===== src/rtl/dmem_arbiter_pkg.sv =====
// Shared definitions for the data-memory arbiter: FSM encoding, port
// indices and default bus widths.
package dmem_arb_pkg;

    localparam int DEF_ADDR_W = 8;
    localparam int DEF_DATA_W = 16;

    localparam int PORT_CPU = 0;
    localparam int PORT_LDR = 1;

    typedef enum logic [1:0] {
        ST_IDLE   = 2'd0,
        ST_ACCESS = 2'd1,
        ST_RDATA  = 2'd2
    } arb_state_t;

endpackage


===== src/rtl/dmem_arbiter_if.sv =====
// Requester + data-memory bundle for dmem_arbiter.
// slave  : the arbiter's view (requests and mem_rdata in, grants/memory bus out)
// master : the environment's view (requesters and the memory model)
interface dmem_arbiter_if
    import dmem_arb_pkg::*;
#(
    parameter int ADDR_W = DEF_ADDR_W,
    parameter int DATA_W = DEF_DATA_W
) ();

    logic [1:0]        req;
    logic [1:0]        req_we;
    logic [ADDR_W-1:0] req_addr0;
    logic [ADDR_W-1:0] req_addr1;
    logic [DATA_W-1:0] req_wdata0;
    logic [DATA_W-1:0] req_wdata1;
    logic [1:0]        gnt;
    logic [1:0]        rvalid;
    logic [DATA_W-1:0] rdata;
    logic              busy;
    logic              mem_re;
    logic              mem_we;
    logic [ADDR_W-1:0] mem_addr;
    logic [DATA_W-1:0] mem_wdata;
    logic [DATA_W-1:0] mem_rdata;

    modport slave (
        input  req, req_we, req_addr0, req_addr1, req_wdata0, req_wdata1, mem_rdata,
        output gnt, rvalid, rdata, busy, mem_re, mem_we, mem_addr, mem_wdata
    );

    modport master (
        output req, req_we, req_addr0, req_addr1, req_wdata0, req_wdata1, mem_rdata,
        input  gnt, rvalid, rdata, busy, mem_re, mem_we, mem_addr, mem_wdata
    );

endinterface


===== src/rtl/dmem_arbiter_rr_arb2.sv =====
// Two-way combinational pick. Round-robin under contention by default;
// fixed CPU priority when DMEM_ARB_CPU_PRIO_EN is defined.
module rr_arb2
    import dmem_arb_pkg::*;
(
    input  logic [1:0] req,
    input  logic       last_gnt,
    output logic       any_req,
    output logic       winner
);

`ifdef DMEM_ARB_CPU_PRIO_EN
    // history is irrelevant in fixed-priority mode
    logic unused_last_gnt_s;
    assign unused_last_gnt_s = last_gnt;
`endif

    // pick the winning port index from the current requests
    always_comb begin
        any_req = |req;
        winner  = 1'(PORT_CPU);
        if (req == 2'b11) begin
`ifdef DMEM_ARB_CPU_PRIO_EN
            winner = 1'(PORT_CPU);
`else
            winner = ~last_gnt;
`endif
        end else if (req == 2'b10) begin
            winner = 1'(PORT_LDR);
        end else begin
            winner = 1'(PORT_CPU);
        end
    end

endmodule


===== src/rtl/dmem_arbiter.sv =====
// Data-memory arbiter: shares one memory (registered one-cycle read)
// between the processor (port 0) and the loader/debug master (port 1).
// Optional build macro: DMEM_ARB_CPU_PRIO_EN (fixed CPU priority).
module dmem_arbiter
    import dmem_arb_pkg::*;
#(
    parameter int ADDR_W = DEF_ADDR_W,
    parameter int DATA_W = DEF_DATA_W
) (
    input  logic           clk,
    input  logic           reset,
    dmem_arbiter_if.slave  bus
);

    arb_state_t        state_r, state_n;
    logic [1:0]        gnt_r, gnt_n;
    logic [1:0]        rvalid_r, rvalid_n;
    logic [DATA_W-1:0] rdata_r, rdata_n;
    logic              busy_r, busy_n;
    logic              mem_re_r, mem_re_n;
    logic              mem_we_r, mem_we_n;
    logic [ADDR_W-1:0] mem_addr_r, mem_addr_n;
    logic [DATA_W-1:0] mem_wdata_r, mem_wdata_n;
    logic              last_gnt_r, last_gnt_n;
    logic              cap_win_r, cap_win_n;
    logic              any_req_s;
    logic              win_s;

    rr_arb2 u_arb (
        .req      (bus.req),
        .last_gnt (last_gnt_r),
        .any_req  (any_req_s),
        .winner   (win_s)
    );

    // next-state and next-output decode; memory bus values are computed one
    // cycle ahead so every output comes straight from a flop
    always_comb begin
        state_n     = state_r;
        gnt_n       = 2'b00;
        rvalid_n    = 2'b00;
        rdata_n     = rdata_r;
        mem_re_n    = 1'b0;
        mem_we_n    = 1'b0;
        mem_addr_n  = mem_addr_r;
        mem_wdata_n = mem_wdata_r;
        last_gnt_n  = last_gnt_r;
        cap_win_n   = cap_win_r;
        case (state_r)
            ST_IDLE: begin
                if (any_req_s) begin
                    state_n        = ST_ACCESS;
                    gnt_n[win_s]   = 1'b1;
                    last_gnt_n     = win_s;
                    cap_win_n      = win_s;
                    mem_we_n       = bus.req_we[win_s];
                    mem_re_n       = ~bus.req_we[win_s];
                    if (win_s == 1'(PORT_LDR)) begin
                        mem_addr_n  = bus.req_addr1;
                        mem_wdata_n = bus.req_wdata1;
                    end else begin
                        mem_addr_n  = bus.req_addr0;
                        mem_wdata_n = bus.req_wdata0;
                    end
                end else begin
                    state_n = ST_IDLE;
                end
            end
            ST_ACCESS: begin
                // the registered write enable still holds the captured direction
                if (mem_we_r) begin
                    state_n = ST_IDLE;
                end else begin
                    state_n = ST_RDATA;
                end
            end
            ST_RDATA: begin
                rdata_n             = bus.mem_rdata;
                rvalid_n[cap_win_r] = 1'b1;
                state_n             = ST_IDLE;
            end
            default: begin
                state_n = ST_IDLE;
            end
        endcase
        busy_n = (state_n != ST_IDLE);
    end

    // state and output registers; reset aborts any access in flight
    always_ff @(posedge clk) begin
        if (reset) begin
            state_r     <= ST_IDLE;
            gnt_r       <= 2'b00;
            rvalid_r    <= 2'b00;
            rdata_r     <= '0;
            busy_r      <= 1'b0;
            mem_re_r    <= 1'b0;
            mem_we_r    <= 1'b0;
            mem_addr_r  <= '0;
            mem_wdata_r <= '0;
            last_gnt_r  <= 1'b1;
            cap_win_r   <= 1'b0;
        end else begin
            state_r     <= state_n;
            gnt_r       <= gnt_n;
            rvalid_r    <= rvalid_n;
            rdata_r     <= rdata_n;
            busy_r      <= busy_n;
            mem_re_r    <= mem_re_n;
            mem_we_r    <= mem_we_n;
            mem_addr_r  <= mem_addr_n;
            mem_wdata_r <= mem_wdata_n;
            last_gnt_r  <= last_gnt_n;
            cap_win_r   <= cap_win_n;
        end
    end

    assign bus.gnt       = gnt_r;
    assign bus.rvalid    = rvalid_r;
    assign bus.rdata     = rdata_r;
    assign bus.busy      = busy_r;
    assign bus.mem_re    = mem_re_r;
    assign bus.mem_we    = mem_we_r;
    assign bus.mem_addr  = mem_addr_r;
    assign bus.mem_wdata = mem_wdata_r;

endmodule


===== src/flat_wrapper.sv =====
// flat-port wrapper written by rule: the top's interface ports become plain ports
module dmem_arbiter_flat import dmem_arb_pkg::*;
#(
    parameter int ADDR_W = DEF_ADDR_W,
    parameter int DATA_W = DEF_DATA_W
)
  (clk, reset, bus_req, bus_req_we, bus_req_addr0, bus_req_addr1, bus_req_wdata0, bus_req_wdata1, bus_mem_rdata, bus_gnt, bus_rvalid, bus_rdata, bus_busy, bus_mem_re, bus_mem_we, bus_mem_addr, bus_mem_wdata);
  dmem_arbiter_if #(.ADDR_W(ADDR_W), .DATA_W(DATA_W)) bus_i ();
  input  logic clk;
  input  logic reset;
  input wire logic [$bits(bus_i.req)-1:0] bus_req;
  input wire logic [$bits(bus_i.req_we)-1:0] bus_req_we;
  input wire logic [$bits(bus_i.req_addr0)-1:0] bus_req_addr0;
  input wire logic [$bits(bus_i.req_addr1)-1:0] bus_req_addr1;
  input wire logic [$bits(bus_i.req_wdata0)-1:0] bus_req_wdata0;
  input wire logic [$bits(bus_i.req_wdata1)-1:0] bus_req_wdata1;
  input wire logic [$bits(bus_i.mem_rdata)-1:0] bus_mem_rdata;
  output wire logic [$bits(bus_i.gnt)-1:0] bus_gnt;
  output wire logic [$bits(bus_i.rvalid)-1:0] bus_rvalid;
  output wire logic [$bits(bus_i.rdata)-1:0] bus_rdata;
  output wire logic [$bits(bus_i.busy)-1:0] bus_busy;
  output wire logic [$bits(bus_i.mem_re)-1:0] bus_mem_re;
  output wire logic [$bits(bus_i.mem_we)-1:0] bus_mem_we;
  output wire logic [$bits(bus_i.mem_addr)-1:0] bus_mem_addr;
  output wire logic [$bits(bus_i.mem_wdata)-1:0] bus_mem_wdata;
  assign bus_i.req = bus_req;
  assign bus_i.req_we = bus_req_we;
  assign bus_i.req_addr0 = bus_req_addr0;
  assign bus_i.req_addr1 = bus_req_addr1;
  assign bus_i.req_wdata0 = bus_req_wdata0;
  assign bus_i.req_wdata1 = bus_req_wdata1;
  assign bus_i.mem_rdata = bus_mem_rdata;
  assign bus_gnt = bus_i.gnt;
  assign bus_rvalid = bus_i.rvalid;
  assign bus_rdata = bus_i.rdata;
  assign bus_busy = bus_i.busy;
  assign bus_mem_re = bus_i.mem_re;
  assign bus_mem_we = bus_i.mem_we;
  assign bus_mem_addr = bus_i.mem_addr;
  assign bus_mem_wdata = bus_i.mem_wdata;
  dmem_arbiter #(.ADDR_W(ADDR_W), .DATA_W(DATA_W)) u_core (.clk(clk), .reset(reset), .bus(bus_i));
endmodule

===== config.mk =====
export PLATFORM = sky130hd
export DESIGN_NAME = dmem_arbiter_flat
export DESIGN_NICKNAME = d
export VERILOG_FILES = /design/src/rtl/dmem_arbiter_pkg.sv /design/src/rtl/dmem_arbiter_if.sv /design/src/rtl/dmem_arbiter_rr_arb2.sv /design/src/rtl/dmem_arbiter.sv /design/src/flat_wrapper.sv
export SDC_FILE = /design/constraint.sdc
export NUM_CORES = 1
export LEC_CHECK = 0
export ABC_AREA = 0
export CORE_UTILIZATION = 34
export DETAILED_ROUTE_END_ITERATION = 16
export GPL_TIMING_DRIVEN = 1
export PLACE_DENSITY = 0.81
export RECOVER_POWER = 100
export SLEW_MARGIN = 20
export SYNTH_ARGS = -nofsm -noshare
export SYNTH_HDL_FRONTEND = slang
export SYNTH_HIERARCHICAL = 1
export SYNTH_SLANG_ARGS = --single-unit

===== constraint.sdc =====
create_clock -name clk -period 1.55 [get_ports clk]
set_input_delay 0.31 -clock clk [delete_from_list [all_inputs] [get_ports clk]]
set_output_delay 0.31 -clock clk [all_outputs]
set_load 0.02 [all_outputs]

# Yosys cells after proc, flatten, opt, wreduce, memory -nomap -nowiden
# Index checks and enable logic that the tools add are counted.
# word_totals
reg_bits	51
input_bits	70
output_inout_bits	47
wordCells	45
# classes
n_lt_le_gt_ge	4
n_eq_ne	4
n_mux	13
n_bitwise	5
n_reduce_logical	8
# op_table
cell	n
16-bit two-way mux	1
8-bit two-way mux	1
1-bit two-way mux	7
2-bit == test (second input constant)	3
1-bit NOT	5
1-bit by 2-bit < comparator with 1-bit output (second input constant)	2
2-bit one-hot mux with 2 select lines	1
2-bit OR reduction	2
3-bit OR reduction	1
1-bit demux with 1-bit select	2
2-bit by 1-bit == test with 1-bit output (second input constant)	1
1-bit greater-or-equal comparator (second input constant)	2
1-bit logical AND	2
2-bit zero test	1
2-bit two-way mux	1
2-bit AND reduction	1
2-bit nonzero test	1

# Longest topological paths before layout
# Gate-level depths: netlist of the first run.
# depth
word_depth	7
ltp_mapped	6

# Hierarchy
# Netlist of the first run, hierarchy kept.
# by_module_without_submodules
module	instances	cells_per_inst	area_per_inst_um2	seq_area_each_um2
dmem_arbiter	1	179	1996.9	1021.0
rr_arb2	1	2	13.8	0.0

# Worst setup path before layout of the first run
# Ideal clock, no wire load.
# synth_timing
path_type	input port to flip-flop
from	input bus_req[1]
to	register u_core.last_gnt_r
setup_ps	125
arrival_time_ps	1330
required_time_ps	1425
path_slack_ps	95
cell_stages	5
cell_sequence	or2_1 -> nor3b_1 -> nor2_1 -> buf_2 -> a21oi_1
# synth_between
elab_chain_len	3
word_cells_on_any_way	6
cone_classes	2 x eq/ne; 2 x mux; 2 x reduce/logical
# synth_rtl
item	line	rtl
start: declaration	flat_wrapper.sv:11	input wire logic [$bits(bus_i.req)-1:0] bus_req;
2-bit == test	dmem_arbiter_rr_arb2.sv:28	end else if (req == 2'b10) begin
1-bit two-way mux	dmem_arbiter_rr_arb2.sv:28	
1-bit two-way mux	dmem_arbiter_rr_arb2.sv:22	if (req == 2'b11) begin
end signal: assignment	dmem_arbiter.sv:113	last_gnt_r <= last_gnt_n;
end: declaration	dmem_arbiter.sv:24	logic last_gnt_r, last_gnt_n;
# Parallel ways exist; a longest one is shown, timed or not.
# A chain may end at the register's enable or synchronous reset.

==> results of run 1 <==
## worst max path at each step
stage / from / endpoint / slack, ns / depth (start not counted)
5_1_grt: bus_req[0] / u_core/bus.mem_wdata[13] / 0.06 / 6
3_3_place_gp: bus_req[0] / u_core/bus.mem_wdata[13] / -0.38 / 6
4_1_cts: reset / u_core/bus.mem_wdata[8] / 0.16 / 5
3_5_place_dp: bus_req[0] / u_core/bus.mem_wdata[6] / -0.40 / 6
6_report: reset / u_core/bus.mem_wdata[8] / 0.12 / 5
2_1_floorplan: bus_req[1] / u_core/last_gnt_r / 0.1 / 5
## synth_stat cells
cell       count
and2_1         1
nor4b_1        1
nor3b_1        2
o2bb2ai_1      5
buf_4          1
or4b_1         1
inv_1          1
nor2_1         3
inv_6          1
nor3_1         1
mux2i_1       25
dfxtp_1       51
clkbuf_1       3
a21oi_1       17
or2_1          1
nor2b_1        1
buf_1          1
and2_4         1
buf_2          6
a21o_1         1
a21boi_1       1
buf_6          3
or2b_1         1
or2_2          1
o2bb2ai_2     19
nand2_1       32
## logic make-up (layout without fill, tap and decap cells)
kind of cell / Yosys count / count (layout) / share of synthesized area, %
buffers and inverters: 16 / 136 / 4.92
AO/OA/AOI/OAI: 43 / 43 / 21.3
AND/OR/NAND/NOR: 46 / 46 / 10.5
flip-flops: 51 / 51 / 50.8
multiplexers: 25 / 25 / 12.4
## power by group through the flow
stage / registers (mW) / logic (mW) / clock network (mW)
final: 1.46 / 0.707 / 0.781
after global routing: 1.48 / 0.760 / 0.866
after CTS: 1.47 / 0.752 / 0.815
after detailed placement: 1.50 / 0.809 / 0
after global placement: 1.50 / 0.797 / 0
after floorplan: 1.61 / 0.259 / 0
## layer usage
layer | GRT usage (%) | vias up
li1 | - | 869
met1 | 19.8 | 801
met2 | 29.0 | 80
met3 | 6.21 | 9
met4 | 6.55 | 0
met5 | 0 | -
## flip-flops by register name (all words and copies together), names as in the netlist
signal / cells
u_core/bus.mem_we: 1
u_core/bus.gnt: 2
u_core/bus.mem_re: 1
u_core/bus.busy: 1
u_core/cap_win_r: 1
u_core/bus.mem_addr: 8
u_core/bus.rvalid: 2
u_core/bus.rdata: 16
u_core/state_r: 2
u_core/bus.mem_wdata: 16
u_core/last_gnt_r: 1
## what timing repair did
item,4_1_cts,5_1_grt
hold endpoints to repair,0,0
hold buffers,0,0
gates resized for setup,51,0
setup endpoints to repair,75,0
## layout make-up
| cell class | count | area (sq um) | share of cell area, % |
|---|---|---|---|
| Timing Repair Buffer | 126 | 1230 | 37.8 |
| Sequential cell | 51 | 1020 | 31.4 |
| Multi-Input combinational cell | 114 | 808 | 24.8 |
| Tap cell | 72 | 90.1 | 2.77 |
| Clock buffer | 5 | 68.8 | 2.12 |
| Clock inverter | 3 | 23.8 | 0.731 |
| Inverter | 2 | 12.5 | 0.385 |
==> summary.md, run 1 <==
| Metric | Value |
|---|---|
| Status | completed |
| Fin util | 58.0% |
| Max FO, Critical Path | 10 |
| Final #Nets | 370 |
| Final setup margin | 0.123 ns |
| Die ar. | 6230 sq um |
| DRT Pass-1 Iters | 4 |
| Wire length on met2 | 2390 um |
| Hold Path Class | flop to flop |
| Sequential share of power | 49.6% |
| Post-Route WL | 5140 um |
| Fmax | 701 MHz |
| Placed insts | 365 |
| Die H | 78.9 um |
| Clk root buf | clkbuf_8 |
| Clock power frac | 26.5% |
| Hpwl dp | 3980 um |
| Worst path slowest cell | or4b_4 |
| Setup CP Type | primary input to flop |
| Buffers inserted by post-CTS timing repair | 0 |
| Worst-case reg-to-reg path depth | 4 |
| Max-capacitance violation count | 0 |
| Most frequent cells in the layout | clkdlybuf4s50_1, dfxtp_1, dlygate4sd2_1, nand2_1, mux2i_1 |
| Arrival time worst endpoint | 1.66 ns |
| Worst skew pair latency | 0.30 ns |
| Hold Worst Slack | 0.441 ns |
| Overall Global Routing Usage | 17.2% |
| Cell area after layout | 3250 sq um |
| R2R setup slack | 0.17 ns |
| Most common cell after layout, fill and taps aside | clkdlybuf4s50_1 |
| RSZ-0062 raised after global routing | false |
| Max_slew headroom | 59.9% |
| Post-synthesis sequential area ratio | 50.8% |
| WHS Endpoint | u_core/state_r[1] |
| Vias in the first global route | 1,769 |
| Top-area cell type share of the netlist area | 50.8% |
| Overall power | 2.95 mW |
| # clock sinks | 51 |
| M1 wire length | 2140 um |
| Switching Share | 28.4% |
| Synth warnings | 6 |
| Area post-placement | 3310 sq um |
| Peak supply drop | 0.000490 V |
| Internal Power | 2.11 mW |
| WP data required | 1.79 ns |
| Yosys reg bits | 51 |
| Setup TNS Final | 0 ns |
| Congestion Overflow GR | 0 |
| WHS Path Cells | 1 |
| CP delay by family, top | buffers and inverters |
| Final period util | 92.1% |
| Final Hold Viols | 0 |
| 1st-iter DRT viols | 69 |
| CP peak stage delay | 0.50 ns |
| CP cell instances | clkdlybuf4s50_1, or4b_4, buf_6, buf_12, o2bb2ai_1 |
| Max clock buf depth | 2 |
| Core area | 5610 sq um |
| Syn-to-layout area delta | 61.8% |
| IO Count | 117 |
| Ant diodes | 0 |
| Switching Power | 839 uW |
| Syn_area_per_cell | 11.1 sq um |
| Worst-margin pin slew | 0.602 ns |
| Reg2Reg Launch Point | u_core/state_r[1] |
| Clk slew on worst S/H paths | 0.10 ns |
| Post-DR wirelength/cell | 13.8 um |
| LEAKAGE | 1.41 nW |
| DRC errors left | 0 |
| Top routing layer used | met4 |
| Gpl congestion | 0.697 |
| Initial antenna violation count | 0 |
| Min Tclk post-route | 1.43 ns |
| Vias | 1,759 |
| Critical Path End Type | flop |
| Combinational share of power | 24.0% |
| # setup viols final | 0 |
| CP bufs+invs | 3 |
| First-pass GRT wire length | 8290 um |
| Std-Cell Rows | 27 |
| Cells after Synth | 181 |
| Routed Antenna Nets | 0 |
| Layout cells sized above 1 | 8.97% |
| Largest net degree at the start of global routing | 21 |
| Synth area leaders | dfxtp_1, o2bb2ai_2, mux2i_1, nand2_1, a21oi_1 |
| CTS tree | built |
| Via density | 4.72 |
| RR Endpoint | u_core/bus.mem_wdata[8] |
| Final Instance Count excl. Fillers | 373 |
| Syn_nets | 251 |
| Chip width | 78.9 um |
| Hold path startpoint | u_core/bus.mem_we |
| Yosys top cell by area | dfxtp_1 |
| CP startpoint kind | primary input |
| Mapped cell area | 2010 sq um |
| Dpl ws | -0.405 ns |
| Total CTS buffers | 5 |
| Buffers on Ports | 116 |
| Fill cells | 543 |
| Setup Skew | 0.00672 ns |
| Htree depth | 2 |
| Starting Density | 35.9% |
| PD cells | 907 nW/um^2 |
| Met3 WL | 497 um |
| Post-synthesis cell type count | 26 |
| Slew Viols, Final | 0 |
Note: power is estimated with default switching activity, not from simulation.
==> run 2, diff against run 1 <==
- REMOVE_ABC_BUFFERS: not set -> 1
==> run 2 against run 1 <==
Compared with the run above: routed wire length up 0.41%; core utilization grew 1.8 points; die area unchanged; combinational power up 4.1%; critical path depth fell by 1; clock power up 37%; hold slack gained 0.0051 ns; via count is 0.17% lower; global-route usage fell by 0.25 points; critical endpoint unchanged; largest cell class unchanged.
==> summary.md, run 2 (synthesis results as in run 1) <==
| Metric | Value |
|---|---|
| Max clock buf depth | 2 |
| Chip width | 78.9 um |
| Core area | 5610 sq um |
| LEAKAGE | 1.45 nW |
| Max_slew headroom | 61.5% |
| RR Endpoint | u_core/bus.mem_wdata[8] |
| Cts hold-fix bufs | 0 |
| Total CTS buffers | 5 |
| Buffers on Ports | 116 |
| Vias in the first global route | 1,766 |
| 1st-iter DRT viols | 66 |
| Slew Viols, Final | 0 |
| Switching Power | 831 uW |
| Dpl ws | -0.360 ns |
| Worst path slowest cell | or4b_4 |
| Routed Antenna Nets | 0 |
| Worst skew pair latency | 0.30 ns |
| Starting Density | 35.9% |
| Final Hold Viols | 0 |
| Final period util | 96.5% |
| Arrival time worst endpoint | 1.74 ns |
| Syn-to-layout area delta | 66.8% |
| CP bufs+invs | 2 |
| Std-Cell Rows | 27 |
| Vias | 1,756 |
| CP endpoint | u_core/bus.mem_wdata[8] |
| Hpwl dp | 3760 um |
| Overall Global Routing Usage | 16.9% |
| Initial antenna violation count | 0 |
| Final #Nets | 371 |
| Setup CP Type | primary input to flop |
| Hold Path Class | flop to flop |
| Status | completed |
| Congestion Overflow GR | 0 |
| Worst-margin pin slew | 0.577 ns |
| Min Tclk post-route | 1.50 ns |
| Htree depth | 2 |
| Die ar. | 6230 sq um |
| Reg2Reg Launch Point | u_core/state_r[1] |
| DRC errors left | 0 |
| RSZ-0062 raised after global routing | false |
| IO Count | 117 |
| Die H | 78.9 um |
| CTS tree | built |
| Most frequent cells in the layout | clkdlybuf4s50_1, dfxtp_1, dlygate4sd2_1, nand2_1, mux2i_1 |
| Combinational share of power | 22.5% |
| CP peak stage delay | 0.60 ns |
| Layout cells sized above 1 | 11.3% |
| Fill cells | 512 |
| Switching Share | 25.4% |
| Overall power | 3.28 mW |
| PD cells | 976 nW/um^2 |
| Gpl congestion | 0.725 |
| Clk slew on worst S/H paths | 0.09 ns |
| Post-DR wirelength/cell | 13.8 um |
| DRT Pass-1 Iters | 4 |
| Clk root buf | clkbuf_8 |
| Critical Path End Type | flop |
| CP cell instances | clkdlybuf4s50_1, or4b_4, buf_2, o2bb2ai_1 |
| WP data required | 1.79 ns |
| First-pass GRT wire length | 8090 um |
| Post-Route WL | 5160 um |
| CP delay by family, top | buffers and inverters |
| # clock sinks | 51 |
| CP startpoint kind | primary input |
| Largest net degree at the start of global routing | 21 |
| R2R setup slack | 0.11 ns |
| Ant diodes | 0 |
| Setup TNS Final | 0 ns |
| Peak supply drop | 0.000454 V |
| # setup viols final | 0 |
| Internal Power | 2.44 mW |
| Levels on crit path | 4 |
| CP Launch Point | reset |
| Fin util | 59.8% |
| Clock power frac | 32.7% |
| Hold Worst Slack | 0.446 ns |
| Fmax | 669 MHz |
| Max FO, Critical Path | 8 |
| Via density | 4.70 |
| Most common cell after layout, fill and taps aside | clkdlybuf4s50_1 |
| Max-capacitance violation count | 0 |
| Sequential share of power | 44.8% |
| Worst-case reg-to-reg path depth | 3 |
| Setup Skew | 0.00467 ns |
| Final setup margin | 0.0543 ns |
## run 2: timing repair
item,4_1_cts,5_1_grt
gates resized for setup,45,9
endpoints found under the setup margin,62,17
pin swaps,0,1
cloned,0,2
buffers inserted,0,0
## run 2: stage by stage
step / std cells / cell area [sq um]
after floorplan: 167 / 1920
after global placement: 365 / 3340
after detailed placement: 365 / 3340
after CTS: 373 / 3430
after global routing: 374 / 3350
final: 374 / 3350
## run 2: power by group through the flow
stage | clock network, mW | registers (mW) | logic, mW
after floorplan | 0 | 1.61 | 0.234
after global placement | 0 | 1.50 | 0.810
after detailed placement | 0 | 1.50 | 0.823
after CTS | 1.11 | 1.47 | 0.771
after global routing | 1.17 | 1.48 | 0.787
final | 1.07 | 1.47 | 0.736
## run 2: layout make-up
cell class / count / area [sq um] / share of cell area (%)
inverters: 2 / 12.5 / 0.373
repair buffers: 127 / 1240 / 37.0
well taps: 72 / 90.1 / 2.69
multi-input cells: 114 / 855 / 25.5
clock inverters: 3 / 67.6 / 2.01
clock buffers: 5 / 68.8 / 2.05
flip-flops and latches: 51 / 1020 / 30.4
## run 2: routing by layer
| metal | GRT usage (%) | share of wire (%) | routed length (um) | vias up |
|---|---|---|---|---|
| met2 | 29.1 | 47 | 2430 | 86 |
| met5 | 0 | 0 | 0 | - |
| li1 | - | - | - | 874 |
| met3 | 6.67 | 10 | 528 | 8 |
| met1 | 18.5 | 41 | 2100 | 788 |
| met4 | 6.91 | 1.9 | 97 | 0 |
## run 2: worst min path at each step
stage	start	endpoint	depth (start not counted)
finish	u_core/bus.mem_we	u_core/state_r[1]	1
global route	u_core/bus.rdata[4]	u_core/bus.rdata[4]	2
CTS	u_core/bus.mem_we	u_core/state_r[1]	1
detailed placement	u_core/cap_win_r	u_core/bus.rvalid[0]	1
global placement	u_core/bus.mem_we	u_core/state_r[1]	1
floorplan	reset	u_core/bus.rdata[0]	1
## run 2: worst reg2reg max path, cell delays in order (launching register included)
cell and delay [ns]:
dfxtp_1 0.35, or4b_4 0.65, buf_2 0.24, o2bb2ai_1 0.14
